`src/rtl/avalon_addr_sequencer_pkg.sv`:
```
// Shared definitions for the Avalon address sequencer: register offsets,
// CTRL/STATUS bit positions and the sequencer state encoding.
package avalon_addr_sequencer_pkg;

   localparam logic [2:0] REG_BASE   = 3'd0;
   localparam logic [2:0] REG_LEN    = 3'd1;
   localparam logic [2:0] REG_CTRL   = 3'd2;
   localparam logic [2:0] REG_STATUS = 3'd3;
   localparam logic [2:0] REG_CUR    = 3'd4;

   localparam int CTRL_START    = 0;
   localparam int CTRL_STOP     = 1;
   localparam int CTRL_CONT     = 2;
   localparam int CTRL_IRQ_EN   = 3;
   localparam int CTRL_CHAN_LSB = 8;

   localparam int STAT_BUSY    = 0;
   localparam int STAT_DONE    = 1;
   localparam int STAT_ERR     = 2;
   localparam int STAT_IDX_LSB = 16;

   typedef enum logic [0:0] {
      ST_IDLE = 1'b0,
      ST_RUN  = 1'b1
   } seqState_t;

endpackage

```
`src/rtl/avalon_addr_sequencer_core.sv`:
```
// Sequencing engine: IDLE/RUN state machine, index counter and address
// generator with the valid/step handshake toward the sample reader.
module addr_seq_core
   import avalon_addr_sequencer_pkg::*;
#(
   parameter int ADDR_W = 12,
   parameter int CNT_W  = 12,
   parameter int CH_W   = 2
)(
   input  logic              clk_i,
   input  logic              reset_i,
   input  logic              start_i,
   input  logic              stop_i,
   input  logic [ADDR_W-1:0] base_i,
   input  logic [CNT_W-1:0]  len_i,
   input  logic              cont_i,
   input  logic [CH_W-1:0]   chan_i,
   input  logic              step_i,
   output logic [ADDR_W-1:0] outPort_o,
   output logic [CH_W-1:0]   outChannel_o,
   output logic              outValid_o,
   output logic              busy_o,
   output logic [CNT_W-1:0]  idx_o,
   output logic              doneSet_o,
   output logic              errSet_o
);

   localparam logic [ADDR_W-1:0] ADDR_ONE = ADDR_W'(1);
   localparam logic [CNT_W-1:0]  CNT_ONE  = CNT_W'(1);

   seqState_t         state_q, state_d;
   logic [CNT_W-1:0]  idx_q, idx_d;
   logic [ADDR_W-1:0] addr_q, addr_d;
   logic [ADDR_W-1:0] actBase_q, actBase_d;
   logic [CNT_W-1:0]  actLen_q, actLen_d;
   logic              actCont_q, actCont_d;
   logic [CH_W-1:0]   chan_q, chan_d;
   logic              transfer, lastXfer, launch;

   // STOP in the same write as START suppresses the launch.
   assign launch   = (state_q == ST_IDLE) && start_i && !stop_i && (len_i != '0);
   assign transfer = (state_q == ST_RUN) && step_i;
   assign lastXfer = (idx_q == (actLen_q - CNT_ONE));

   always_ff @(posedge clk_i) begin
      if (reset_i) begin
         state_q   <= ST_IDLE;
         idx_q     <= '0;
         addr_q    <= '0;
         actBase_q <= '0;
         actLen_q  <= '0;
         actCont_q <= 1'b0;
         chan_q    <= '0;
      end else begin
         state_q   <= state_d;
         idx_q     <= idx_d;
         addr_q    <= addr_d;
         actBase_q <= actBase_d;
         actLen_q  <= actLen_d;
         actCont_q <= actCont_d;
         chan_q    <= chan_d;
      end
   end

   always_comb begin
      state_d = state_q;
      case (state_q)
         ST_IDLE: if (launch) state_d = ST_RUN;
         ST_RUN:  if (stop_i || (transfer && lastXfer && !actCont_q)) state_d = ST_IDLE;
         default: state_d = ST_IDLE;
      endcase
   end

   // A transfer coinciding with STOP still advances before the return to IDLE.
   always_comb begin
      idx_d     = idx_q;
      addr_d    = addr_q;
      actBase_d = actBase_q;
      actLen_d  = actLen_q;
      actCont_d = actCont_q;
      chan_d    = chan_q;
      if (launch) begin
         actBase_d = base_i;
         actLen_d  = len_i;
         actCont_d = cont_i;
         chan_d    = chan_i;
         idx_d     = '0;
         addr_d    = base_i;
      end else if (transfer) begin
         if (!lastXfer) begin
            idx_d  = idx_q + CNT_ONE;
            addr_d = addr_q + ADDR_ONE;
         end else if (actCont_q) begin
            idx_d  = '0;
            addr_d = actBase_q;
         end
      end
   end

   always_comb begin
      outValid_o   = (state_q == ST_RUN);
      busy_o       = (state_q == ST_RUN);
      outPort_o    = (state_q == ST_IDLE) ? base_i : addr_q;
      outChannel_o = chan_q;
      idx_o        = idx_q;
      doneSet_o    = transfer && lastXfer && !actCont_q;
      errSet_o     = (state_q == ST_IDLE) && start_i && !stop_i && (len_i == '0);
   end

endmodule

```
`src/rtl/avalon_addr_sequencer.sv`:
```
// Avalon-MM register file and read mux around the address sequencing core;
// while idle, out_port mirrors BASE like the original read-address PIO.
module avalon_addr_sequencer
   import avalon_addr_sequencer_pkg::*;
#(
   parameter int ADDR_W = 12,
   parameter int CNT_W  = 12,
   parameter int CH_W   = 2
)(
   input  logic              clk,
   input  logic              reset,
   input  logic [2:0]        address,
   input  logic              chipselect,
   input  logic              write_n,
   input  logic [31:0]       writedata,
   output logic [31:0]       readdata,
   output logic [ADDR_W-1:0] out_port,
   output logic [CH_W-1:0]   out_channel,
   output logic              out_valid,
   input  logic              step,
   output logic              irq
);

   logic              wrEn, ctrlWr, statusWr;
   logic [ADDR_W-1:0] base_q, base_d;
   logic [CNT_W-1:0]  len_q, len_d;
   logic              cont_q, cont_d;
   logic              irqEn_q, irqEn_d;
   logic [CH_W-1:0]   chan_q, chan_d;
   logic              done_q, done_d;
   logic              err_q, err_d;
   logic              busy, doneSet, errSet;
   logic [CNT_W-1:0]  idx;
   logic              unusedWriteBits;

   assign wrEn     = chipselect && !write_n;
   assign ctrlWr   = wrEn && (address == REG_CTRL);
   assign statusWr = wrEn && (address == REG_STATUS);
   assign irq      = done_q && irqEn_q;
   assign unusedWriteBits = ^writedata;

   // START only arrives with a CTRL write, so the core latches the mode and
   // channel fields straight from that same write.
   addr_seq_core #(
      .ADDR_W (ADDR_W),
      .CNT_W  (CNT_W),
      .CH_W   (CH_W)
   ) u_core (
      .clk_i        (clk),
      .reset_i      (reset),
      .start_i      (ctrlWr && writedata[CTRL_START]),
      .stop_i       (ctrlWr && writedata[CTRL_STOP]),
      .base_i       (base_q),
      .len_i        (len_q),
      .cont_i       (writedata[CTRL_CONT]),
      .chan_i       (writedata[CTRL_CHAN_LSB +: CH_W]),
      .step_i       (step),
      .outPort_o    (out_port),
      .outChannel_o (out_channel),
      .outValid_o   (out_valid),
      .busy_o       (busy),
      .idx_o        (idx),
      .doneSet_o    (doneSet),
      .errSet_o     (errSet)
   );

   always_ff @(posedge clk) begin
      if (reset) begin
         base_q  <= '0;
         len_q   <= '0;
         cont_q  <= 1'b0;
         irqEn_q <= 1'b0;
         chan_q  <= '0;
         done_q  <= 1'b0;
         err_q   <= 1'b0;
      end else begin
         base_q  <= base_d;
         len_q   <= len_d;
         cont_q  <= cont_d;
         irqEn_q <= irqEn_d;
         chan_q  <= chan_d;
         done_q  <= done_d;
         err_q   <= err_d;
      end
   end

   // Sticky flags: a hardware set in the same cycle as a W1C write wins.
   always_comb begin
      base_d  = base_q;
      len_d   = len_q;
      cont_d  = cont_q;
      irqEn_d = irqEn_q;
      chan_d  = chan_q;
      done_d  = done_q;
      err_d   = err_q;
      if (wrEn && (address == REG_BASE)) base_d = writedata[ADDR_W-1:0];
      if (wrEn && (address == REG_LEN))  len_d  = writedata[CNT_W-1:0];
      if (ctrlWr) begin
         cont_d  = writedata[CTRL_CONT];
         irqEn_d = writedata[CTRL_IRQ_EN];
         chan_d  = writedata[CTRL_CHAN_LSB +: CH_W];
      end
      if (statusWr && writedata[STAT_DONE]) done_d = 1'b0;
      if (statusWr && writedata[STAT_ERR])  err_d  = 1'b0;
      if (doneSet) done_d = 1'b1;
      if (errSet)  err_d  = 1'b1;
   end

   always_comb begin
      readdata = '0;
      case (address)
         REG_BASE:   readdata[ADDR_W-1:0] = base_q;
         REG_LEN:    readdata[CNT_W-1:0]  = len_q;
         REG_CTRL: begin
            readdata[CTRL_CONT]                 = cont_q;
            readdata[CTRL_IRQ_EN]               = irqEn_q;
            readdata[CTRL_CHAN_LSB +: CH_W]     = chan_q;
         end
         REG_STATUS: begin
            readdata[STAT_BUSY]                 = busy;
            readdata[STAT_DONE]                 = done_q;
            readdata[STAT_ERR]                  = err_q;
            readdata[STAT_IDX_LSB +: CNT_W]     = idx;
         end
         REG_CUR:    readdata[ADDR_W-1:0] = out_port;
         default:    readdata = '0;
      endcase
   end

endmodule
```
`config.mk`:
```
export PLATFORM = sky130hd
export DESIGN_NAME = avalon_addr_sequencer
export DESIGN_NICKNAME = d
export VERILOG_FILES = /design/src/rtl/avalon_addr_sequencer_pkg.sv /design/src/rtl/avalon_addr_sequencer_core.sv /design/src/rtl/avalon_addr_sequencer.sv
export SDC_FILE = /design/constraint.sdc
export NUM_CORES = 1
export LEC_CHECK = 0
export CAP_MARGIN = 20
export CORE_MARGIN = 1.5
export CORE_UTILIZATION = 57
export DETAILED_ROUTE_END_ITERATION = 10
export PLACE_DENSITY = 0.86
export SYNTH_ARGS = -nofsm -noshare
export SYNTH_HDL_FRONTEND = slang
export SYNTH_SLANG_ARGS = --single-unit
```
`constraint.sdc`:
```
create_clock -name clk -period 4.3 [get_ports clk]
set_clock_uncertainty 0.15 [all_clocks]
set_input_delay 0.645 -clock clk [delete_from_list [all_inputs] [get_ports clk]]
set_output_delay 0.645 -clock clk [all_outputs]
set_load 0.02 [all_outputs]
```
* Word level (Yosys, flattened, before mapping) *
Cells that the tools add are included.

word-level totals
  bits in registers = 82
  output and inout port bits = 48

operators by class
  $add $sub $neg = 3
  equality and inequality tests = 7
  muxes and demuxes = 21
  bitwise gates (word level) = 1
  reductions and logical operators = 30

operators by type and width
  cell                                                                     number
  12-bit two-way mux                                                       8
  12-bit by 1-bit adder with 12-bit output, second input constant          2
  1-bit logical AND                                                        17
  2-bit case mux with 4 select lines                                       2
  12-bit == test                                                           1
  12-bit zero test                                                         1
  4-bit case mux with 3 select lines                                       1
  12-bit nonzero test                                                      1
  12-bit by 1-bit subtractor with 12-bit output, second input constant     1
  3-bit by 2-bit == test with 1-bit output, second input constant          2
  1-bit two-way mux                                                        6
  2-bit case mux with 3 select lines                                       1
  2-bit nonzero test                                                       3
  1-bit case mux with 5 select lines                                       1
  1-bit case mux with 4 select lines                                       1
  2-bit AND reduction                                                      2
  3-bit by 1-bit == test with 1-bit output, second input constant          1
  3-bit == test, second input constant                                     1
  1-bit zero test                                                          3
  3-bit zero test                                                          1
  3-bit by 2-bit inequality test with 1-bit output, second input constant  1
  2-bit by 1-bit inequality test with 1-bit output, second input constant  1
  1-bit case mux with 2 select lines                                       1
  2-bit OR reduction                                                       1
  2 further kinds                                                          2

* Longest topological paths before layout *
  depth in word-level cells = 9
  gate-level depth with buffers = 11

* By module *
Synthesis repeated with hierarchy kept, for this count alone.

second synthesis, totals
  cell total of the unflattened synthesis = 587
  area, all modules = 4958.5 um^2

modules (own cells, without submodules)
  module                 times used  cells each  area an instance (um^2)  sequential area each (um^2)
  addr_seq_core          1           391         3144.3                   1041.0
  avalon_addr_sequencer  1           196         1814.2                   600.6

* Worst setup path before layout *
Ideal clock, no wire load.

  path kind = input to output
  from = in address[0]
  to = out readdata[8]
  arrival = 2087 ps
  required time = 3505 ps
  slack = 1418 ps
  stages on the path = 6
  buffers on the path = 2
  cells stage by stage = clkbuf_1 -> inv_1 -> nor2_1 -> clkbuf_1 -> a2bb2oi_1 -> o21ai_0

between the ends
  word-level cells in the longest chain between the ends = 2
  elaborated cells on any way between the ends = 5
  those cells by class = eq/ne: 3; mux: 1; reduce/logical: 1

RTL lines
  item                                         line                          text
  from (decl)                                  avalon_addr_sequencer.sv:12   input logic [2:0] address,
  3-bit == test, or another cell as far along  avalon_addr_sequencer.sv:111  case (address)
  2-bit case mux with 4 select lines (*)       avalon_addr_sequencer.sv:111
  to (decl)                                    avalon_addr_sequencer.sv:16   output logic [31:0] readdata,

Every way passes the cells marked *; elsewhere a longest branch is shown, timed or not.

* Worst setup path after layout *
  from = in address[0]
  to = out readdata[1]

Same word-level chain as after synthesis.

==> reports/metrics.yaml <==
synth_cells: 585
ant_nets: 0
clock_path_buffers: 2
r2r-end: "u_core.addr_q[1]"
busiest_layer: "met2"
drv_cap: 0
routed_wl_um: 13500
met1_usage_pct: 40.1
die_h_um: 94.7
multi_input_area_sq_um: 2920
finalCriticalPeriod_ns: 3.59
start_util_pct: 58.6
core_area_sq_um: 8180
seq_area_frac_synth_pct: 34.2
synth.distinct_cells: 68
status: "finished clean"
ys.flop_type: "dfxtp_1"
hold_class: "register to register"
synth_edf_count: 0
holdPathStages: 2
grt-ovfl-total: 0
cp.arrival_ns: 2.80
fillers: 633
grt_max_degree: 39
ff2ff_path_depth: 10
cts_setup_buffers: 0
tightestPinTransition_ns: 0.824
met3_usage_pct: 5.39
rsz0062_at_grt: "false"
p_total_uw: 1600
place.gp.congestion: 0.920
dp_cells: 720
critical_path.endpoint_type: "primary output"
critPathLaunchType: "primary input"
antenna_cells: 0
drc: 0
ys_ff_latch: 82
r2r-start: "u_core.actLen_q[0]"
max_freq_mhz: 278
final-hold-violation-count: 0
holdWs_ns: 0.311
power.density_nw_per_um2: 283
drt_iter0_drc: 398
worstPathMaxFanout: 21
area_delta_synth_final_pct: 18.1
viasPerCell: 6.27
nets: 669
peakVddDrop_mv: 0.187
dpl.hpwl_um: 9340
cts_root_buf: "clkbuf_8"
yosys_warnings: 0
drive_above_1_share_pct: 10.1
grt_pass1_wl_um: 21900
design.die.area_sq_um: 8970
netlist_area_sq_um: 4790
first_global_vias: 4419
rrSetupSlack_ns: 1.01
cts_resized: 0
fin_cells: 736
clock_latency_ns: 0.38
tns_ns: 0
use_met2_pct: 52.7
vias: 4613
ctsHoldBuffers: 0
fin_crit_sh_pct: 83.6
port_buffers: 59
io_pins: 88
cts_tree: "done"
power_leakage_uw: 0.00211
grtUsageTotal_pct: 31.6
antenna_found_initial: 0
worst-setup-path-type: "primary input to primary output"
rows: 33
cts_sinks: 82
hold_path.startpoint: "u_core.actBase_q[5]"
htree_levels: 3
clk_pin_slew_ns: 0.09
setup_viol: 0
timing_max_transition_violations_final: 0
avgRoutedWirePerCell_um: 18.3
syn_avg_cell_area_sq_um: 8.19
slew-limit-headroom_pct: 44.9
seq_area_sq_um: 1640
numCtsBuffers: 9
required_ns: 3.50
min_to: "u_core.actBase_q[5]"
synthArstFlopShare_pct: 0
final_core_util_pct: 69.3
firstDrtPassIters: 5
die_w_um: 94.7
## power breakdown
part	internal, uW	leakage (uW)	switching, uW	total [uW]
logic	45.5	0.00133	70.0	116
clock network	402	0.000119	307	709
registers	765	0.000661	11.8	777
total	1210	0.00211	389	1600
## sequential cells by signal, indices dropped and copies added (netlist names)
| name | count |
|---|---|
| u_core.actLen_q | 12 |
| u_core.actBase_q | 12 |
| u_core.idx_o | 12 |
| u_core.outChannel_o | 2 |
| u_core.busy_o | 1 |
| chan_q | 2 |
| u_core.actCont_q | 1 |
| len_q | 12 |
| u_core.addr_q | 12 |
| cont_q | 1 |
| done_q | 1 |
| err_q | 1 |
| base_q | 12 |
| irqEn_q | 1 |
## metal layers
metal,routed length [um],up-vias
li1,-,2150
met4,398,0
met3,866,35
met1,5730,2203
met2,6470,225
met5,0,-
## layout make-up
type / count / area share (%)
Clock inverter: 6 / 2.01
Timing Repair Buffer: 74 / 12.3
Clock buffer: 10 / 2.43
Multi-Input combinational cell: 454 / 51.6
Inverter: 5 / 0.331
Sequential cell: 82 / 29.0
Tap cell: 105 / 2.32
## Yosys cell counts, types with 3 or more instances
cell type,instances,area [sq um]
nand2b_1,6,37.5
xor2_1,7,61.3
mux2_2,13,146
xnor2_1,15,131
buf_1,6,22.5
a21oi_1,38,190
nor2_1,52,195
nand4_1,8,50.1
buf_4,10,75.1
and2_1,5,31.3
a2bb2oi_1,10,87.6
or3_1,5,31.3
mux2i_1,49,490
nand3b_1,3,22.5
and3_1,15,93.8
o21ai_0,10,50.1
nand3_1,29,145
nor4_1,8,50.1
nor2b_1,3,18.8
nand2_1,97,364
clkbuf_1,31,116
a221o_1,11,110
a31oi_1,7,43.8
dfxtp_1,82,1640
ha_1,3,37.5
inv_1,5,18.8
a21o_2,5,43.8
nor3_1,6,30.0
## metrics by stage
step	instance area [sq um]	worst slack (ns)
finish	5660	0.707
global route	5660	0.687
CTS	5660	0.763
detailed placement	5410	0.809
global placement	5410	0.835
floorplan	4820	1.42
## how the worst max path moves through the flow
stage               start               end  slack (ns)  depth (start not counted)
5_1_grt        address[0]       readdata[1]        0.69                          7
2_1_floorplan  address[0]       readdata[8]        1.42                          6
6_report       address[0]       readdata[1]        0.71                          7
3_3_place_gp   address[2]       readdata[0]        0.84                          7
3_5_place_dp   address[0]  u_core.idx_o[11]        0.81                         10
4_1_cts        address[0]       readdata[8]        0.76                          7
## placed cells by master, fill, tap and decap left out, types with 6 or more instances in the layout
cell type        synthesis  layout
xnor2_1                 15      15
nand2_1                 97      97
conb_1                   1       8
o21ai_0                 10      10
a2bb2oi_1               10      10
a21oi_1                 38      38
clkdlybuf4s50_1          0      58
and3_1                  15      15
a221o_1                 11      11
mux2i_1                 49      49
nand4_1                  8       8
nor4_1                   8       7
clkbuf_8                 0      10
dfxtp_1                 82      82
xor2_1                   7       7
nand3_1                 29      29
a31oi_1                  7       7
nor2_1                  52      52
mux2_2                  13      13
nand2b_1                 6       6
buf_4                   10      15
## logic make-up after synthesis
| kind of cell | after synthesis | synth area share, % |
|---|---|---|
| AND/OR/NAND/NOR | 252 | 25.8 |
| AO/OA/AOI/OAI | 107 | 16.1 |
| flip-flops | 82 | 34.2 |
| multiplexers | 62 | 13.3 |
| buffers and inverters | 56 | 5.61 |
| XOR/XNOR | 22 | 4.02 |
| adder cells (fa/ha/maj) | 3 | 0.783 |
| other | 1 | 0.0782 |
## critical path, stage by stage
cell	delay, ns
clkdlybuf4s50_1	0.50
inv_1	0.11
nor2_1	0.22
buf_4	0.29
a2bb2oi_1	0.11
o21ai_0	0.26
clkdlybuf4s50_1	0.66
No activity file was read; power rests on OpenSTA's default activity.
